File: config.mk
export PLATFORM = sky130hd
export DESIGN_NAME = accel_tile_controller
export DESIGN_NICKNAME = d
export VERILOG_FILES = /design/src/rtl/accel_tile_controller.sv
export SDC_FILE = /design/constraint.sdc
export NUM_CORES = 1
export LEC_CHECK = 0
export BUFFER_PORTS_ARGS = -buffer_cell sky130_fd_sc_hd__buf_4
export CAP_MARGIN = 10
export CORE_MARGIN = 2
export CORE_UTILIZATION = 50
export CTS_BUF_LIST = sky130_fd_sc_hd__clkbuf_4 sky130_fd_sc_hd__clkbuf_8
export CTS_CLUSTER_DIAMETER = 200
export DETAILED_ROUTE_END_ITERATION = 16
export PLACE_DENSITY = 0.73
export SLEW_MARGIN = 30
export SYNTH_ARGS = -nofsm -noshare
export SYNTH_HDL_FRONTEND = slang
export SYNTH_SLANG_ARGS = --single-unit
File: constraint.sdc
create_clock -name clk -period 11.95 [get_ports clk]
set_clock_uncertainty 0.05 [all_clocks]
set_input_delay 1.195 -clock clk [delete_from_list [all_inputs] [get_ports clk]]
set_output_delay 1.195 -clock clk [all_outputs]
set_load 0.01 [all_outputs]
File: src/rtl/accel_tile_controller.sv
// Job sequencer for the systolic-array accelerator: fetches M/K/N from the parameter
// RAM, validates them, then issues SA_ROWS x SA_COLS output tiles through a start/done handshake.
module accel_tile_controller #(
    parameter int DATA_W     = 32,
    parameter int ADDR_W     = 16,
    parameter int PARAM_BASE = 0,
    parameter int RD_LAT     = 1,
    parameter int SA_ROWS    = 4,
    parameter int SA_COLS    = 4,
    parameter int MAX_DIM    = 4096
) (
    input  logic              clk,
    input  logic              rstn,
    input  logic              start,
    input  logic              abort,
    output logic              busy,
    output logic              finish,
    output logic              error,
    output logic              param_cs,
    output logic              param_oe,
    output logic              param_we,
    output logic [ADDR_W-1:0] param_addr,
    input  logic [DATA_W-1:0] param_rdata,
    output logic [DATA_W-1:0] M,
    output logic [DATA_W-1:0] K,
    output logic [DATA_W-1:0] N,
    output logic              tile_start,
    output logic [DATA_W-1:0] tile_m_idx,
    output logic [DATA_W-1:0] tile_n_idx,
    output logic [DATA_W-1:0] tile_m_sz,
    output logic [DATA_W-1:0] tile_n_sz,
    input  logic              tile_done,
    output logic [DATA_W-1:0] tiles_done,
    output logic [6:0]        state
);

    typedef enum logic [6:0] {
        IDLE  = 7'b0000001,
        PARAM = 7'b0000010,
        CHECK = 7'b0000100,
        ISSUE = 7'b0001000,
        WAIT  = 7'b0010000,
        FIN   = 7'b0100000,
        ERR   = 7'b1000000
    } state_t;

    localparam int CNT_W = $clog2(RD_LAT + 4);
    localparam logic [CNT_W-1:0]  LAST_CNT = CNT_W'(RD_LAT + 2);
    localparam logic [CNT_W-1:0]  NUM_RDS  = CNT_W'(3);
    localparam logic [DATA_W-1:0] ROWS     = DATA_W'(SA_ROWS);
    localparam logic [DATA_W-1:0] COLS     = DATA_W'(SA_COLS);
    localparam logic [DATA_W-1:0] MAXD     = DATA_W'(MAX_DIM);
    localparam logic [ADDR_W-1:0] BASE     = ADDR_W'(PARAM_BASE);

    state_t             state_q, state_d;
    logic [CNT_W-1:0]   cnt_q, cnt_d;
    logic               busy_q, busy_d;
    logic               finish_q, finish_d;
    logic               error_q, error_d;
    logic               cs_q, cs_d;
    logic [ADDR_W-1:0]  addr_q, addr_d;
    logic [DATA_W-1:0]  m_q, m_d, k_q, k_d, n_q, n_d;
    logic               tile_start_q, tile_start_d;
    logic [DATA_W-1:0]  m_idx_q, m_idx_d, n_idx_q, n_idx_d;
    logic [DATA_W-1:0]  m_sz_q, m_sz_d, n_sz_q, n_sz_d;
    logic [DATA_W-1:0]  tiles_done_q, tiles_done_d;
    logic [DATA_W-1:0]  m_rem, n_rem;
    logic               dims_bad, last_tile, reading;

    always_comb begin
        state_d      = state_q;
        cnt_d        = cnt_q;
        error_d      = error_q;
        m_d          = m_q;
        k_d          = k_q;
        n_d          = n_q;
        m_idx_d      = m_idx_q;
        n_idx_d      = n_idx_q;
        m_sz_d       = m_sz_q;
        n_sz_d       = n_sz_q;
        tiles_done_d = tiles_done_q;
        m_rem        = '0;
        n_rem        = '0;

        dims_bad  = (m_q == '0) || (k_q == '0) || (n_q == '0) ||
                    (m_q > MAXD) || (k_q > MAXD) || (n_q > MAXD);
        last_tile = (m_idx_q + ROWS >= m_q) && (n_idx_q + COLS >= n_q);

        if (abort) begin
            state_d = IDLE;
        end else begin
            case (state_q)
                IDLE: begin
                    if (start) begin
                        state_d      = PARAM;
                        cnt_d        = '0;
                        error_d      = 1'b0;
                        tiles_done_d = '0;
                    end
                end
                PARAM: begin
                    cnt_d = cnt_q + 1'b1;
                    // Word i returns RD_LAT cycles after its read, i.e. at cnt = i + RD_LAT
                    if (cnt_q == CNT_W'(RD_LAT))     m_d = param_rdata;
                    if (cnt_q == CNT_W'(RD_LAT + 1)) k_d = param_rdata;
                    if (cnt_q == LAST_CNT) begin
                        n_d     = param_rdata;
                        state_d = CHECK;
                    end
                end
                CHECK: begin
                    m_idx_d = '0;
                    n_idx_d = '0;
                    state_d = dims_bad ? ERR : ISSUE;
                end
                ISSUE: state_d = WAIT;
                WAIT: begin
                    if (tile_done) begin
                        tiles_done_d = tiles_done_q + 1'b1;
                        if (last_tile) begin
                            state_d = FIN;
                        end else begin
                            state_d = ISSUE;
                            if (n_idx_q + COLS >= n_q) begin
                                n_idx_d = '0;
                                m_idx_d = m_idx_q + ROWS;
                            end else begin
                                n_idx_d = n_idx_q + COLS;
                            end
                        end
                    end
                end
                FIN:     state_d = IDLE;
                ERR:     state_d = IDLE;
                default: state_d = IDLE;
            endcase
        end

        if (state_d == ERR) error_d = 1'b1;

        if (state_d == ISSUE) begin
            m_rem  = m_d - m_idx_d;
            n_rem  = n_d - n_idx_d;
            m_sz_d = (m_rem > ROWS) ? ROWS : m_rem;
            n_sz_d = (n_rem > COLS) ? COLS : n_rem;
        end

        // Outputs are registered, so they are derived from the next state
        reading      = (state_d == PARAM) && (cnt_d < NUM_RDS);
        cs_d         = reading;
        addr_d       = reading ? (BASE + ADDR_W'(cnt_d)) : BASE;
        busy_d       = (state_d != IDLE);
        finish_d     = (state_d == FIN);
        tile_start_d = (state_d == ISSUE);
    end

    always_ff @(posedge clk or negedge rstn) begin
        if (!rstn) begin
            state_q      <= IDLE;
            cnt_q        <= '0;
            busy_q       <= 1'b0;
            finish_q     <= 1'b0;
            error_q      <= 1'b0;
            cs_q         <= 1'b0;
            addr_q       <= BASE;
            m_q          <= '0;
            k_q          <= '0;
            n_q          <= '0;
            tile_start_q <= 1'b0;
            m_idx_q      <= '0;
            n_idx_q      <= '0;
            m_sz_q       <= '0;
            n_sz_q       <= '0;
            tiles_done_q <= '0;
        end else begin
            state_q      <= state_d;
            cnt_q        <= cnt_d;
            busy_q       <= busy_d;
            finish_q     <= finish_d;
            error_q      <= error_d;
            cs_q         <= cs_d;
            addr_q       <= addr_d;
            m_q          <= m_d;
            k_q          <= k_d;
            n_q          <= n_d;
            tile_start_q <= tile_start_d;
            m_idx_q      <= m_idx_d;
            n_idx_q      <= n_idx_d;
            m_sz_q       <= m_sz_d;
            n_sz_q       <= n_sz_d;
            tiles_done_q <= tiles_done_d;
        end
    end

    assign state      = state_q;
    assign busy       = busy_q;
    assign finish     = finish_q;
    assign error      = error_q;
    assign param_cs   = cs_q;
    assign param_oe   = cs_q;
    assign param_we   = 1'b0;
    assign param_addr = addr_q;
    assign M          = m_q;
    assign K          = k_q;
    assign N          = n_q;
    assign tile_start = tile_start_q;
    assign tile_m_idx = m_idx_q;
    assign tile_n_idx = n_idx_q;
    assign tile_m_sz  = m_sz_q;
    assign tile_n_sz  = n_sz_q;
    assign tiles_done = tiles_done_q;

endmodule
# Word-level counts from Yosys, hierarchy flattened
# Index checks and enable logic that the tools add are counted.
# totals
input_bits,37
ff_bits,274
word_cells,99
output_inout_bits,286
# op_classes
addsub,6
bitwise_logic,1
muxes,36
magnitude_cmp,8
n_eq_ne,16
n_reduce_logical,16
# op_table
op,count
$mux 32,18
$pmux 32 s2,3
$gt 32x13->1 const B,3
$logic_not 32->1,3
$add 32x3->32 const B,2
$ge 32x32->1,2
$gt 32x3->1 const B,2
$sub 32x32->32,2
$mux 7,5
$pmux 7 s5,1
$add 32x1->32 const B,1
$eq 7x2->1 const B,2
$eq 7x4->1 const B,2
$mux 3,3
$eq 7x1->1 const B,1
$eq 7x3->1 const B,1
$eq 7x5->1 const B,1
$eq 7x6->1 const B,1
$eq 7x7->1 const B,1
$ne 7x1->1 const B,1
$eq 3x2->1 const B,2
$mux 6,1
$pmux 3 s2,1
$reduce_and 3->1,2
other kinds (11),22

# Depth between registers and ports, before layout
# depth
word_depth,12
ltp_mapped,36
depth_no_buf,33

# Least setup slack after synthesis
# Ideal clock, no wire load.
# synth_timing
kind,register to register
start,"register m_idx_q[2], in the netlist tile_m_idx[2]"
end,"register n_sz_q[0], in the netlist tile_n_sz[0]"
stages_incl_launch_ff,36
slack_ps,3581
setup_time_ps,66
period_less_slack_ps,8369
t_arrival_ps,8253
n_path_buf,3
required_ps,11834
path_cell_list,dfrtp_1 -> ha_1 -> nand3_1 -> nor2_1 -> nand3_1 -> nor2_1 -> and2_1 -> clkbuf_1 -> nand3_1 -> or2_2 -> xnor2_1 -> ha_1 -> nand4_1 -> or4_1 -> nor3_1 -> o2bb2ai_1 -> nor2_1 -> and3_1 -> clkbuf_1 -> o21ai_1 -> clkbuf_1 -> and2_1 -> ha_1 -> inv_1 -> fa_1 -> a211oi_1 -> nor2_1 -> xor2_1 -> a2111oi_0 -> nand4b_1 -> or4_1 -> nor4_1 -> nand4_1 -> or4_4 -> a2111oi_4 -> a22o_1
# synth_between
elab_chain_len,10
word_cells_on_any_way,15
classes_between,add/sub: 2; order compare: 2; eq/ne: 1; mux: 9; reduce/logical: 1
# synth_rtl
item,line,source
from (decl),64,"logic [DATA_W-1:0] m_idx_q, m_idx_d, n_idx_q, n_idx_d;"
from (signal assigned),187,m_idx_q <= m_idx_d;
$add 32x3->32 (*),87,last_tile = (m_idx_q + ROWS >= m_q) && (n_idx_q + COLS >= n_q);
$ge 32x32->1 (*),87,
$logic_and 1x1->1 (*),87,
$mux 32 (*),120,if (last_tile) begin
$mux 32 (*),118,if (tile_done) begin
$pmux 32 s2 (*),92,case (state_q)
$mux 32 (*),89,if (abort) begin
via n_idx_d[0],64,
$sub 32x32->32 (*),143,n_rem = n_d - n_idx_d;
$gt 32x3->1,145,n_sz_d = (n_rem > COLS) ? COLS : n_rem;
$mux 32 (*),145,
to (signal assigned),190,n_sz_q <= n_sz_d;
to (decl),65,"logic [DATA_W-1:0] m_sz_q, m_sz_d, n_sz_q, n_sz_d;"
# The timed path passes the listed nets; every way through them passes the cells marked *.
# A chain may end at the register's enable or synchronous reset.

# Worst setup path in the final report
# layout_timing
start,"register m_idx_q[2], in the netlist tile_m_idx[2]"
end,"register n_sz_q[1], in the netlist tile_n_sz[1]"
# Same word-level chain as after synthesis.

==> results.cfg <==
[sta]
fin_setup_tns_ns = 0
setup_ws_ns = 2.49
hold_viol_final = 0
min_period_ns = 9.46
fmax_mhz = 106
maxSlewHeadroom = 0.411
report.final.setup_viol = 0
finalCritPeriodShare = 0.792
slew_violations = 0
worst_pin_slew_ns = 0.876
hold_slack_ns = 0.434
rsz0062_at_grt = no

[placed_design]
pre_cts_ws_ns = 2.61
gp_congestion = 0.995
placed_area_mm2 = 0.0205
dp_hpwl_um = 47200
port_buffers = 308

[drt]
viasPerCell = 5.95
dr_total_vias = 16600
wl_per_cell_um = 21.6
finalWirelength_um = 60200
dr.first_iter.drc_count = 1273
ant_nets = 0
first_pass_iters = 5
drc = 0

[clocking]
clock-root-buffer = clkbuf_8
cts_htree_levels = 2
ctsHoldBuffers = 0
post_cts_buffers = 0
cts_tree = built
clk_latency_ns = 0.65
cts_resized = 0
cts_sinks = 274
clkTransAtPathRegs_ns = 0.07
cts_buffers = 50
clockBufferDepth = 3

[power_and_ir_drop]
cellPowerDensity_mw_per_mm2 = 99.6
ir_worst_vdd_v = 0.0000816
p_leak_nw = 11.2

[die]
rows = 69
coreArea_mm2 = 0.0354
die_x_um = 193
io-pin-count = 323
die_h_um = 193
design.die.area_mm2 = 0.0372
initial_core_util = 0.504

[layout]
antennaDiodeCount = 0
syn2layout_area_growth_pct = 21.5
final_core_util = 0.613
final_area_mm2 = 0.0217
final_layout_size_suffix_gt1_frac = 0.218
nets = 2458

[logic_synthesis]
yosys_warnings = 0
ys_seq_area_frac = 0.384
ys_async_sr_fraction = 1.00
syn_area_per_cell_um2 = 8.96
netlist_area_mm2 = 0.0179
synth_seq_cells = 274
synthFlopType = dfrtp_1
synth_edf_count = 0
yosysUniqueCellTypes = 78
syn_inst = 1992

[flow_run]
drv_cap = 0

[global_route]
antenna_found_initial = 0
grt_max_degree = 170
grt_pass1_wl_um = 90400
grt_pass1_vias = 15800
grt_overflow = 0
grtUsageTotal = 0.318

[critical_path]
reg2reg_from = tile_m_idx[2]
cp_num_buf_inv = 1
cp_top_family = simple AND/OR/NAND/NOR gates
critPathCaptureType = register
cp.required_ns = 12.49
crit_path_start = tile_m_idx[2]
critPathMaxFanout = 7
slowest_delay_ns = 0.59
cp-start-kind = register
path_class = reg -> reg
critPathArrivalTime_ns = 10.01
cp_slowest_cell = or4_1

[worst_hold_path]
hold_path.class = reg -> reg
hold_path_startpoint = tile_m_sz[7]

[outcome]
status = completed
worst reg2reg max path: cells and delay by family, from the launching register on:
family	cells	cell delay (ns)
AND/OR/NAND/NOR	18	5.30
buffers and inverters	1	0.05
flip-flops	1	0.46
XOR/XNOR	2	0.42
AO/OA/AOI/OAI	7	1.97
adder cells (fa/ha/maj)	4	1.18
path summary, 6_finish.rpt:
kind / slack (ns) / to / cells past startpoint
worst max-delay path: 2.49 / tile_n_sz[1] / 32
min in group asynchronous: 0.51 / tile_n_idx[4] / 1
worst max register to register: 2.49 / tile_n_sz[1] / 32
worst min-delay path: 0.43 / tile_m_sz[7] / 1
worst min register to register: 0.43 / tile_m_sz[7] / 1
max in group asynchronous: 9.94 / tiles_done[27] / 3
state kept, by name (all words and copies together), names as in the netlist:
| name | cells |
|---|---|
| tile_m_sz | 32 |
| N | 32 |
| state | 7 |
| param_addr | 3 |
| param_cs | 1 |
| cnt_q | 3 |
| finish | 1 |
| tile_m_idx | 32 |
| tile_start | 1 |
| tile_n_idx | 32 |
| error | 1 |
| tiles_done | 32 |
| M | 32 |
| busy | 1 |
| tile_n_sz | 32 |
| K | 32 |
per-stage QoR:
| step | cells | power [mW] |
|---|---|---|
| global route | 2787 | 2.24 |
| global placement | 2694 | 1.16 |
| floorplan | 2006 | 1.08 |
| finish | 2787 | 2.16 |
| CTS | 2786 | 2.17 |
| detailed placement | 2694 | 1.17 |
final cells by class:
class                      instances  area (um2)
fill                            3114       13700
multi-input combinational       1464       10000
sequential                       274        6860
timing repair buffer             323        2460
clock buffer                      73         930
inverter                         173         649
tap                              461         577
clock inverter                    19         196
cell families after synthesis:
group	count (synthesis)	share of synthesized area
simple gates	684	0.195
compound gates	436	0.161
flops	274	0.384
buf+inv	268	0.0596
fa+ha+maj	135	0.0954
xor+xnor	121	0.0594
mux	73	0.0453
other cells	1	0.000210
routing by layer:
metal	global-route usage	vias up	wire length, um
li1	-	7658	-
met2	0.510	728	28200
met5	0	-	0
met3	0.0541	162	4310
met4	0.149	0	3020
met1	0.421	8043	24700
placed cells by master, fill, tap and decap left out, types with 11 or more instances in the layout:
master	count
clkbuf_4	12
nand4_1	54
a22oi_1	28
nor2b_1	13
o31ai_1	11
or3_1	15
nor3_1	25
mux2_2	63
inv_1	172
o31a_1	19
dfrtp_1	273
o21ai_0	115
clkbuf_8	61
xnor2_1	63
xor2_1	58
and3_1	25
nand2b_1	16
ha_1	133
a21oi_1	108
a21o_1	21
nand2_1	178
conb_1	15
nand3_1	74
buf_4	320
o21a_1	22
and2_1	76
nor4_1	35
nor2_1	126
a211o_1	14
a31oi_1	17
cells in the mapped netlist, types with 25 or more instances:
cell type,instances,share of area
dfrtp_1,273,0.38
nand2_1,178,0.037
inv_1,172,0.036
ha_1,133,0.093
nor2_1,127,0.027
o21ai_0,115,0.032
a21oi_1,108,0.030
and2_1,76,0.027
nand3_1,74,0.021
clkbuf_1,72,0.015
mux2_2,63,0.040
xnor2_1,63,0.031
xor2_1,58,0.028
nand4_1,54,0.019
nor4_1,37,0.013
a22oi_1,28,0.012
nor3_1,26,0.0073
and3_1,25,0.0088
power by group:
part	internal, mW	total [mW]	switching, mW
clock	0.570	1.01	0.436
sequential	0.936	0.945	0.00961
combinational	0.0825	0.209	0.126
Note: power is estimated with default switching activity, not from simulation.
